**src/rtl/vga_plot_scheduler_if.sv**
```systemverilog
// Pixel-port bundle between the requesters/clear control and the vga_adapter drive.
// The slave modport is the scheduler; the master side is requesters plus the display sink.
interface vga_plot_scheduler_if;
  logic       clear_start;
  logic       clear_busy;
  logic       r0_valid,  r1_valid;
  logic [8:0] r0_x,      r1_x;
  logic [7:0] r0_y,      r1_y;
  logic [2:0] r0_colour, r1_colour;
  logic       r0_ready,  r1_ready;
  logic [8:0] x;
  logic [7:0] y;
  logic [2:0] colour;
  logic       plot;
  logic [1:0] grant;
  logic       oob_drop;

  modport master (
    output clear_start, r0_valid, r0_x, r0_y, r0_colour,
           r1_valid, r1_x, r1_y, r1_colour,
    input  clear_busy, r0_ready, r1_ready, x, y, colour, plot, grant, oob_drop
  );

  modport slave (
    input  clear_start, r0_valid, r0_x, r0_y, r0_colour,
           r1_valid, r1_x, r1_y, r1_colour,
    output clear_busy, r0_ready, r1_ready, x, y, colour, plot, grant, oob_drop
  );
endinterface

```
**src/rtl/vga_plot_scheduler.sv**
```systemverilog
// Round-robin sharing of the vga_adapter write port at one plot per two clocks, plus a
// full-screen clear engine. Define PLOT_BOUNDS_CHECK_EN to discard off-screen requester pixels.
module vga_plot_scheduler #(
  parameter int         X_MAX        = 320,
  parameter int         Y_MAX        = 240,
  parameter logic [2:0] CLEAR_COLOUR = 3'b111
) (
  input  logic                 CLOCK_50,
  input  logic                 resetn,
  vga_plot_scheduler_if.slave  bus
);

  typedef enum logic {S_IDLE, S_CLEAR} state_e;

  localparam logic [8:0] CX_LAST = 9'(X_MAX - 1);
  localparam logic [7:0] CY_LAST = 8'(Y_MAX - 1);

  state_e     state_q, state_d;
  logic       phase_q;
  logic       last_q, last_d;          // 1: r1 won the most recent arbitration
  logic [8:0] cx_q, cx_d;
  logic [7:0] cy_q, cy_d;
  logic [8:0] x_q, x_d;
  logic [7:0] y_q, y_d;
  logic [2:0] colour_q, colour_d;
  logic       plot_q, plot_d;
  logic [1:0] grant_q, grant_d;
  logic       oob_q, oob_d;

  logic       take0, take1, oob;
  logic [8:0] px;
  logic [7:0] py;
  logic [2:0] pc;

  // Ties go to whichever requester did not win last; a lone requester always wins.
  assign take0 = phase_q && (state_q == S_IDLE) && bus.r0_valid && (!bus.r1_valid || last_q);
  assign take1 = phase_q && (state_q == S_IDLE) && bus.r1_valid && (!bus.r0_valid || !last_q);
  assign px    = take1 ? bus.r1_x      : bus.r0_x;
  assign py    = take1 ? bus.r1_y      : bus.r0_y;
  assign pc    = take1 ? bus.r1_colour : bus.r0_colour;

`ifdef PLOT_BOUNDS_CHECK_EN
  localparam logic [9:0] XLIM = 10'(X_MAX);
  localparam logic [8:0] YLIM = 9'(Y_MAX);
  assign oob = ({1'b0, px} >= XLIM) || ({1'b0, py} >= YLIM);
`else
  assign oob = 1'b0;
`endif

  always_comb begin
    state_d  = state_q;
    last_d   = last_q;
    cx_d     = cx_q;
    cy_d     = cy_q;
    x_d      = x_q;
    y_d      = y_q;
    colour_d = colour_q;
    plot_d   = 1'b0;
    grant_d  = 2'b00;
    oob_d    = 1'b0;
    case (state_q)
      S_IDLE: begin
        if (take0 || take1) begin
          last_d = take1;
          if (oob) begin
            oob_d = 1'b1;
          end else begin
            plot_d   = 1'b1;
            x_d      = px;
            y_d      = py;
            colour_d = pc;
            grant_d  = {take1, take0};
          end
        end
        if (bus.clear_start) begin
          state_d = S_CLEAR;
          cx_d    = '0;
          cy_d    = '0;
        end
      end
      S_CLEAR: begin
        if (phase_q) begin
          plot_d   = 1'b1;
          x_d      = cx_q;
          y_d      = cy_q;
          colour_d = CLEAR_COLOUR;
          // Explicit end-of-line / end-of-frame compares; counters never rely on wrap.
          if (cx_q == CX_LAST) begin
            cx_d = '0;
            if (cy_q == CY_LAST) begin
              cy_d    = '0;
              state_d = S_IDLE;
            end else begin
              cy_d = cy_q + 8'd1;
            end
          end else begin
            cx_d = cx_q + 9'd1;
          end
        end
      end
      default: state_d = S_IDLE;
    endcase
  end

  always_ff @(posedge CLOCK_50 or negedge resetn) begin
    if (!resetn) begin
      state_q  <= S_IDLE;
      phase_q  <= 1'b0;
      last_q   <= 1'b1;
      cx_q     <= '0;
      cy_q     <= '0;
      x_q      <= '0;
      y_q      <= '0;
      colour_q <= '0;
      plot_q   <= 1'b0;
      grant_q  <= 2'b00;
      oob_q    <= 1'b0;
    end else begin
      state_q  <= state_d;
      phase_q  <= ~phase_q;
      last_q   <= last_d;
      cx_q     <= cx_d;
      cy_q     <= cy_d;
      x_q      <= x_d;
      y_q      <= y_d;
      colour_q <= colour_d;
      plot_q   <= plot_d;
      grant_q  <= grant_d;
      oob_q    <= oob_d;
    end
  end

  assign bus.r0_ready   = take0;
  assign bus.r1_ready   = take1;
  assign bus.clear_busy = (state_q == S_CLEAR);
  assign bus.x          = x_q;
  assign bus.y          = y_q;
  assign bus.colour     = colour_q;
  assign bus.plot       = plot_q;
  assign bus.grant      = grant_q;
  assign bus.oob_drop   = oob_q;

endmodule

```
**src/flat_wrapper.sv**
```systemverilog
// flat-port wrapper written by rule: the top's interface ports become plain ports
module vga_plot_scheduler_flat 
#(
  parameter int         X_MAX        = 320,
  parameter int         Y_MAX        = 240,
  parameter logic [2:0] CLEAR_COLOUR = 3'b111
)
  (CLOCK_50, resetn, bus_clear_start, bus_r0_valid, bus_r0_x, bus_r0_y, bus_r0_colour, bus_r1_valid, bus_r1_x, bus_r1_y, bus_r1_colour, bus_clear_busy, bus_r0_ready, bus_r1_ready, bus_x, bus_y, bus_colour, bus_plot, bus_grant, bus_oob_drop);
  vga_plot_scheduler_if bus_i ();
  input  logic CLOCK_50;
  input  logic resetn;
  input wire logic [$bits(bus_i.clear_start)-1:0] bus_clear_start;
  input wire logic [$bits(bus_i.r0_valid)-1:0] bus_r0_valid;
  input wire logic [$bits(bus_i.r0_x)-1:0] bus_r0_x;
  input wire logic [$bits(bus_i.r0_y)-1:0] bus_r0_y;
  input wire logic [$bits(bus_i.r0_colour)-1:0] bus_r0_colour;
  input wire logic [$bits(bus_i.r1_valid)-1:0] bus_r1_valid;
  input wire logic [$bits(bus_i.r1_x)-1:0] bus_r1_x;
  input wire logic [$bits(bus_i.r1_y)-1:0] bus_r1_y;
  input wire logic [$bits(bus_i.r1_colour)-1:0] bus_r1_colour;
  output wire logic [$bits(bus_i.clear_busy)-1:0] bus_clear_busy;
  output wire logic [$bits(bus_i.r0_ready)-1:0] bus_r0_ready;
  output wire logic [$bits(bus_i.r1_ready)-1:0] bus_r1_ready;
  output wire logic [$bits(bus_i.x)-1:0] bus_x;
  output wire logic [$bits(bus_i.y)-1:0] bus_y;
  output wire logic [$bits(bus_i.colour)-1:0] bus_colour;
  output wire logic [$bits(bus_i.plot)-1:0] bus_plot;
  output wire logic [$bits(bus_i.grant)-1:0] bus_grant;
  output wire logic [$bits(bus_i.oob_drop)-1:0] bus_oob_drop;
  assign bus_i.clear_start = bus_clear_start;
  assign bus_i.r0_valid = bus_r0_valid;
  assign bus_i.r0_x = bus_r0_x;
  assign bus_i.r0_y = bus_r0_y;
  assign bus_i.r0_colour = bus_r0_colour;
  assign bus_i.r1_valid = bus_r1_valid;
  assign bus_i.r1_x = bus_r1_x;
  assign bus_i.r1_y = bus_r1_y;
  assign bus_i.r1_colour = bus_r1_colour;
  assign bus_clear_busy = bus_i.clear_busy;
  assign bus_r0_ready = bus_i.r0_ready;
  assign bus_r1_ready = bus_i.r1_ready;
  assign bus_x = bus_i.x;
  assign bus_y = bus_i.y;
  assign bus_colour = bus_i.colour;
  assign bus_plot = bus_i.plot;
  assign bus_grant = bus_i.grant;
  assign bus_oob_drop = bus_i.oob_drop;
  vga_plot_scheduler #(.X_MAX(X_MAX), .Y_MAX(Y_MAX), .CLEAR_COLOUR(CLEAR_COLOUR)) u_core (.CLOCK_50(CLOCK_50), .resetn(resetn), .bus(bus_i));
endmodule
```
**config.mk**
```make
export PLATFORM = sky130hd
export DESIGN_NAME = vga_plot_scheduler_flat
export DESIGN_NICKNAME = d
export VERILOG_FILES = /design/src/rtl/vga_plot_scheduler_if.sv /design/src/rtl/vga_plot_scheduler.sv /design/src/flat_wrapper.sv
export SDC_FILE = /design/constraint.sdc
export NUM_CORES = 1
export LEC_CHECK = 0
export ABC_AREA = 1
export CORE_UTILIZATION = 40
export DETAILED_ROUTE_END_ITERATION = 8
export GPL_TIMING_DRIVEN = 1
export MAX_ROUTING_LAYER = met4
export PLACE_DENSITY_LB_ADDON = 0.3
export SETUP_SLACK_MARGIN = 0.15
export SLEW_MARGIN = 20
export SYNTH_ARGS = -nofsm -noshare
export SYNTH_HDL_FRONTEND = slang
export SYNTH_SLANG_ARGS = --single-unit
```
**constraint.sdc**
```tcl
create_clock -name CLOCK_50 -period 1.8 [get_ports CLOCK_50]
set_clock_uncertainty 0.05 [all_clocks]
set_input_delay 0.45 -clock CLOCK_50 [delete_from_list [all_inputs] [get_ports CLOCK_50]]
set_output_delay 0.45 -clock CLOCK_50 [all_outputs]
set_load 0.005 [all_outputs]
```
==> summary by stage <==
Clock network
For the worst-skew pair, the clock arrives at the later sink with an insertion delay of about 0.30 ns. The clock passes through at most 2 buffers. The hold buffer count at cts is 0.

After clock tree synthesis, the clock-pin slew on the worst setup and hold paths is roughly 0.080 ns. The clock root buffer master is sky130_fd_sc_hd__clkbuf_8. Clock tree synthesis inserted a total of 5 buffers. Counting every sink on the clock net gives 43.

The CTS tree is done. The H-tree depth is 2.

Setup path
STA puts the critical path data arrival time at 1.23 ns. STA classifies the critical path startpoint as a register. The critical path class is reg -> out.

Of all nets on the critical path, the largest fanout is 3. Data on the critical path is required at its endpoint by 1.30 ns. The kind of end point of the critical path is a primary output.

Cells and area
In the final layout, the share of cells above drive strength 1 is 18.01%. Relative to the synthesized area, the layout overhead comes to 48.54%. At the end of the flow, the number of nets in the layout was 479. The repair_antennas step left the layout with diodes totalling 0. The most common cell after layout, fill and taps aside is sky130_fd_sc_hd__nand2_1.

The top cell types in the final layout, fill and taps aside, are sky130_fd_sc_hd__nand2_1 (131), sky130_fd_sc_hd__clkdlybuf4s50_1 (42), sky130_fd_sc_hd__dfrtp_1 (41). After the flow finishes, the layout carries non-filler instances totaling 508. The number of fillers in the final layout is 536. Once layout is complete, the utilization of the core stands at 61.24%.

Global routing
Entering global routing, the biggest net connects 29 pins. The initial antenna violation count is 0. The first global-routing pass estimated 10.87 mm of wire. The overall routing resource usage is a little under a quarter. For this run the aggregate overflow at the end of global routing stands at 0. The number of global-route vias before repair is between 2,000 and 2,500.

Floorplan
The vertical die dimension is 80.12 um. The die outline width is 80.12 um. The number of placement rows is 28. The area of the placeable core is ~0.0059 mm2. The I/O pin count is 72. The full die area is between 0.006 and 0.007 mm2. The initial cell density of the core is 41.23%.

Timing
The worst slack on hold paths is around 0.0036 ns. Setup violations remaining at the end of the flow were counted as 0. The final setup TNS is 0 ns. Setup repair after global routing could not meet its margin everywhere. The clock period minus worst slack is 1.727 ns. The final cycle utilization of the critical path is a little over nine tenths. The number of hold violations in the final report is 0. The final count of pins violating max slew is 0.

The maximum operating frequency is 579.0 MHz.

Synth
In this run, distinct cell masters in the synthesized netlist total 28. Of the synthesized area, sequential elements account for 44.13%. The mean instance size in the synthesized netlist is 7.244 um2. The area of the mapped netlist is 0.002441 mm2.

The net count after synthesis is 384. Synthesis handed over a netlist of 337 instances. Counting flops and latches in the post-synthesis netlist gives 43. The Yosys step of the flow raised 0 warnings.

Power
The share of power burned in combinational logic is 37.9%. Dividing total power by cell area gives a power density of 979.6 mW/mm2. The switching power summed over all nets is around 1.2 mW.

The peak supply drop is 0.4701 mV. The clock network burns 19.5% of the power. The sequential cell fraction of total power is 42.6%. The internal power summed over all cells is 2.305 mW. The leakage power summed over all cells is roughly 1.8 nW.

Of the total power, the share spent switching nets is between 30% and 40%.

Route
Once detail routing completed, the nets flagged for antenna violations numbered 0. The pre-antenna-repair detailed-routing pass consisted of 4 iterations. The total number of vias is 2,508. The routed design has roughly 6.7 mm of wire. The DRC violation count after routing is 0. After detailed routing, the average wire length per cell comes to ~13 um. In this run, the number of DRC markers left after iteration 0 of detailed routing was 112. After detailed routing, the number of vias per cell comes to 4.937.

Placement
Routability-driven placement finished with a final weighted congestion of 0.8702. The number of cells in the design after placement is 484. In this run the tool buffered the top-level ports with 70 buffer cells.

The total half-perimeter wirelength after legalization and detailed placement is 4.876 mm.

Outcome
The flow ran to the end, and the final reports show no timing, DRC or antenna violations.

Hold path
The kind of path behind the tightest hold check is in -> async.

Flow run
The number of maximum-capacitance violations is 0.
==> power groups by stage <==
stage	logic, mW	clock network (mW)	registers (mW)
after global routing	1.53	0.752	1.55
after floorplan	0.731	0	1.51
after detailed placement	1.33	0	1.54
after global placement	1.31	0	1.52
final	1.35	0.692	1.51
after CTS	1.30	0.714	1.51
==> worst paths after layout <==
check	start	cells after the start	slack, ns	to
setup / recovery	u_core.bus.clear_busy$_DFF_PN0_	5	0.07	bus_r0_ready
min in group CLOCK_50	u_core.phase_q$_DFF_PN0_	1	0.41	u_core.phase_q$_DFF_PN0_
hold / removal	resetn	1	0.004	u_core.bus.y[2]$_DFFE_PN0P_
max in group asynchronous	resetn	2	1.21	u_core.cy_q[0]$_DFFE_PN0P_
hold reg to reg	u_core.phase_q$_DFF_PN0_	1	0.41	u_core.phase_q$_DFF_PN0_
setup reg to reg	u_core.bus.clear_busy$_DFF_PN0_	10	0.23	u_core.bus.y[5]$_DFFE_PN0P_
==> registers in the layout, indices dropped and copies added (netlist names) <==
signal	count
u_core.phase_q	1
u_core.cx_q	9
u_core.cy_q	8
u_core.bus.clear_busy	1
u_core.bus.colour	3
u_core.last_q	1
u_core.bus.plot	1
u_core.bus.x	9
u_core.bus.y	8
u_core.bus.grant	2
==> metrics by stage <==
step,worst slack [ns],total power [mW],area [um2]
CTS,0.08441,3.524,3501
finish,0.07302,3.552,3626
detailed placement,-0.3630,2.872,3297
global placement,-0.3422,2.831,3297
floorplan,0.3793,2.238,2441
global route,-0.006772,3.839,3626
==> cell families after synthesis <==
family	share of synthesized area, %
buf+inv	8.508
other cells	0.1536
fa+ha+maj	1.025
flops	44.13
simple gates	34.29
xor+xnor	1.435
compound gates	10.46
==> cells in the mapped netlist <==
| master | n | area [um2] |
|---|---|---|
| sky130_fd_sc_hd__nand2_1 | 137 | 514.2 |
| sky130_fd_sc_hd__dfrtp_1 | 42 | 1051 |
| sky130_fd_sc_hd__inv_1 | 32 | 120.1 |
| sky130_fd_sc_hd__nand3_1 | 27 | 135.1 |
| sky130_fd_sc_hd__nor2_1 | 18 | 67.56 |
| sky130_fd_sc_hd__o21ai_0 | 16 | 80.08 |
| sky130_fd_sc_hd__a21oi_2 | 12 | 105.1 |
| sky130_fd_sc_hd__buf_2 | 7 | 35.03 |
| sky130_fd_sc_hd__a21oi_1 | 5 | 25.02 |
| sky130_fd_sc_hd__nand4_1 | 5 | 31.28 |
| sky130_fd_sc_hd__nor3_1 | 4 | 20.02 |
| sky130_fd_sc_hd__o21ai_1 | 4 | 20.02 |
| sky130_fd_sc_hd__inv_2 | 3 | 11.26 |
| sky130_fd_sc_hd__o22ai_1 | 3 | 18.77 |
| sky130_fd_sc_hd__xor2_1 | 3 | 26.28 |
| sky130_fd_sc_hd__buf_4 | 2 | 15.01 |
| sky130_fd_sc_hd__buf_6 | 2 | 22.52 |
| sky130_fd_sc_hd__ha_1 | 2 | 25.02 |
| sky130_fd_sc_hd__nand2_2 | 2 | 12.51 |
| sky130_fd_sc_hd__nand3_2 | 2 | 20.02 |
| sky130_fd_sc_hd__nor2_4 | 2 | 22.52 |
| sky130_fd_sc_hd__a31oi_1 | 1 | 6.260 |
| sky130_fd_sc_hd__buf_1 | 1 | 3.750 |
| sky130_fd_sc_hd__conb_1 | 1 | 3.750 |
| sky130_fd_sc_hd__dfstp_2 | 1 | 26.28 |
| sky130_fd_sc_hd__nor2_2 | 1 | 6.260 |
| sky130_fd_sc_hd__nor3b_1 | 1 | 7.510 |
| sky130_fd_sc_hd__xnor2_1 | 1 | 8.760 |
==> metal layers <==
| metal | share of wire (%) | up-vias | track usage (%) |
|---|---|---|---|
| met5 | 0 | - | - |
| met4 | 2.2 | 0 | 9.464 |
| met3 | 4.6 | 14 | 4.432 |
| met2 | 49 | 60 | 37.78 |
| met1 | 44 | 1174 | 27.22 |
| li1 | - | 1260 | - |
==> what timing repair did <==
action                     in CTS  in global routing
gates cloned                    1                  1
pin swaps                       3                  1
setup endpoints to repair      30                 39
setup buffers                  10                  4
resized for setup              43                 21
==> critical path: stages (launching register included) <==
cell and delay, ns:
sky130_fd_sc_hd__dfrtp_1 0.40, sky130_fd_sc_hd__buf_6 0.13, sky130_fd_sc_hd__nor2_4 0.13, sky130_fd_sc_hd__nand2_2 0.08
sky130_fd_sc_hd__nor2_1 0.08, sky130_fd_sc_hd__buf_2 0.11
==> area by class of cell <==
cell class | count | area (um2) | area share [%]
Inverter | 35 | 136.4 | 3.761
Tap cell | 75 | 93.84 | 2.588
Clock buffer | 7 | 96.34 | 2.657
Clock inverter | 1 | 7.507 | 0.2070
Multi-Input combinational cell | 247 | 1220 | 33.64
Timing Repair Buffer | 100 | 993.5 | 27.40
Sequential cell | 43 | 1079 | 29.74
No activity file was read; power rests on OpenSTA's default activity.
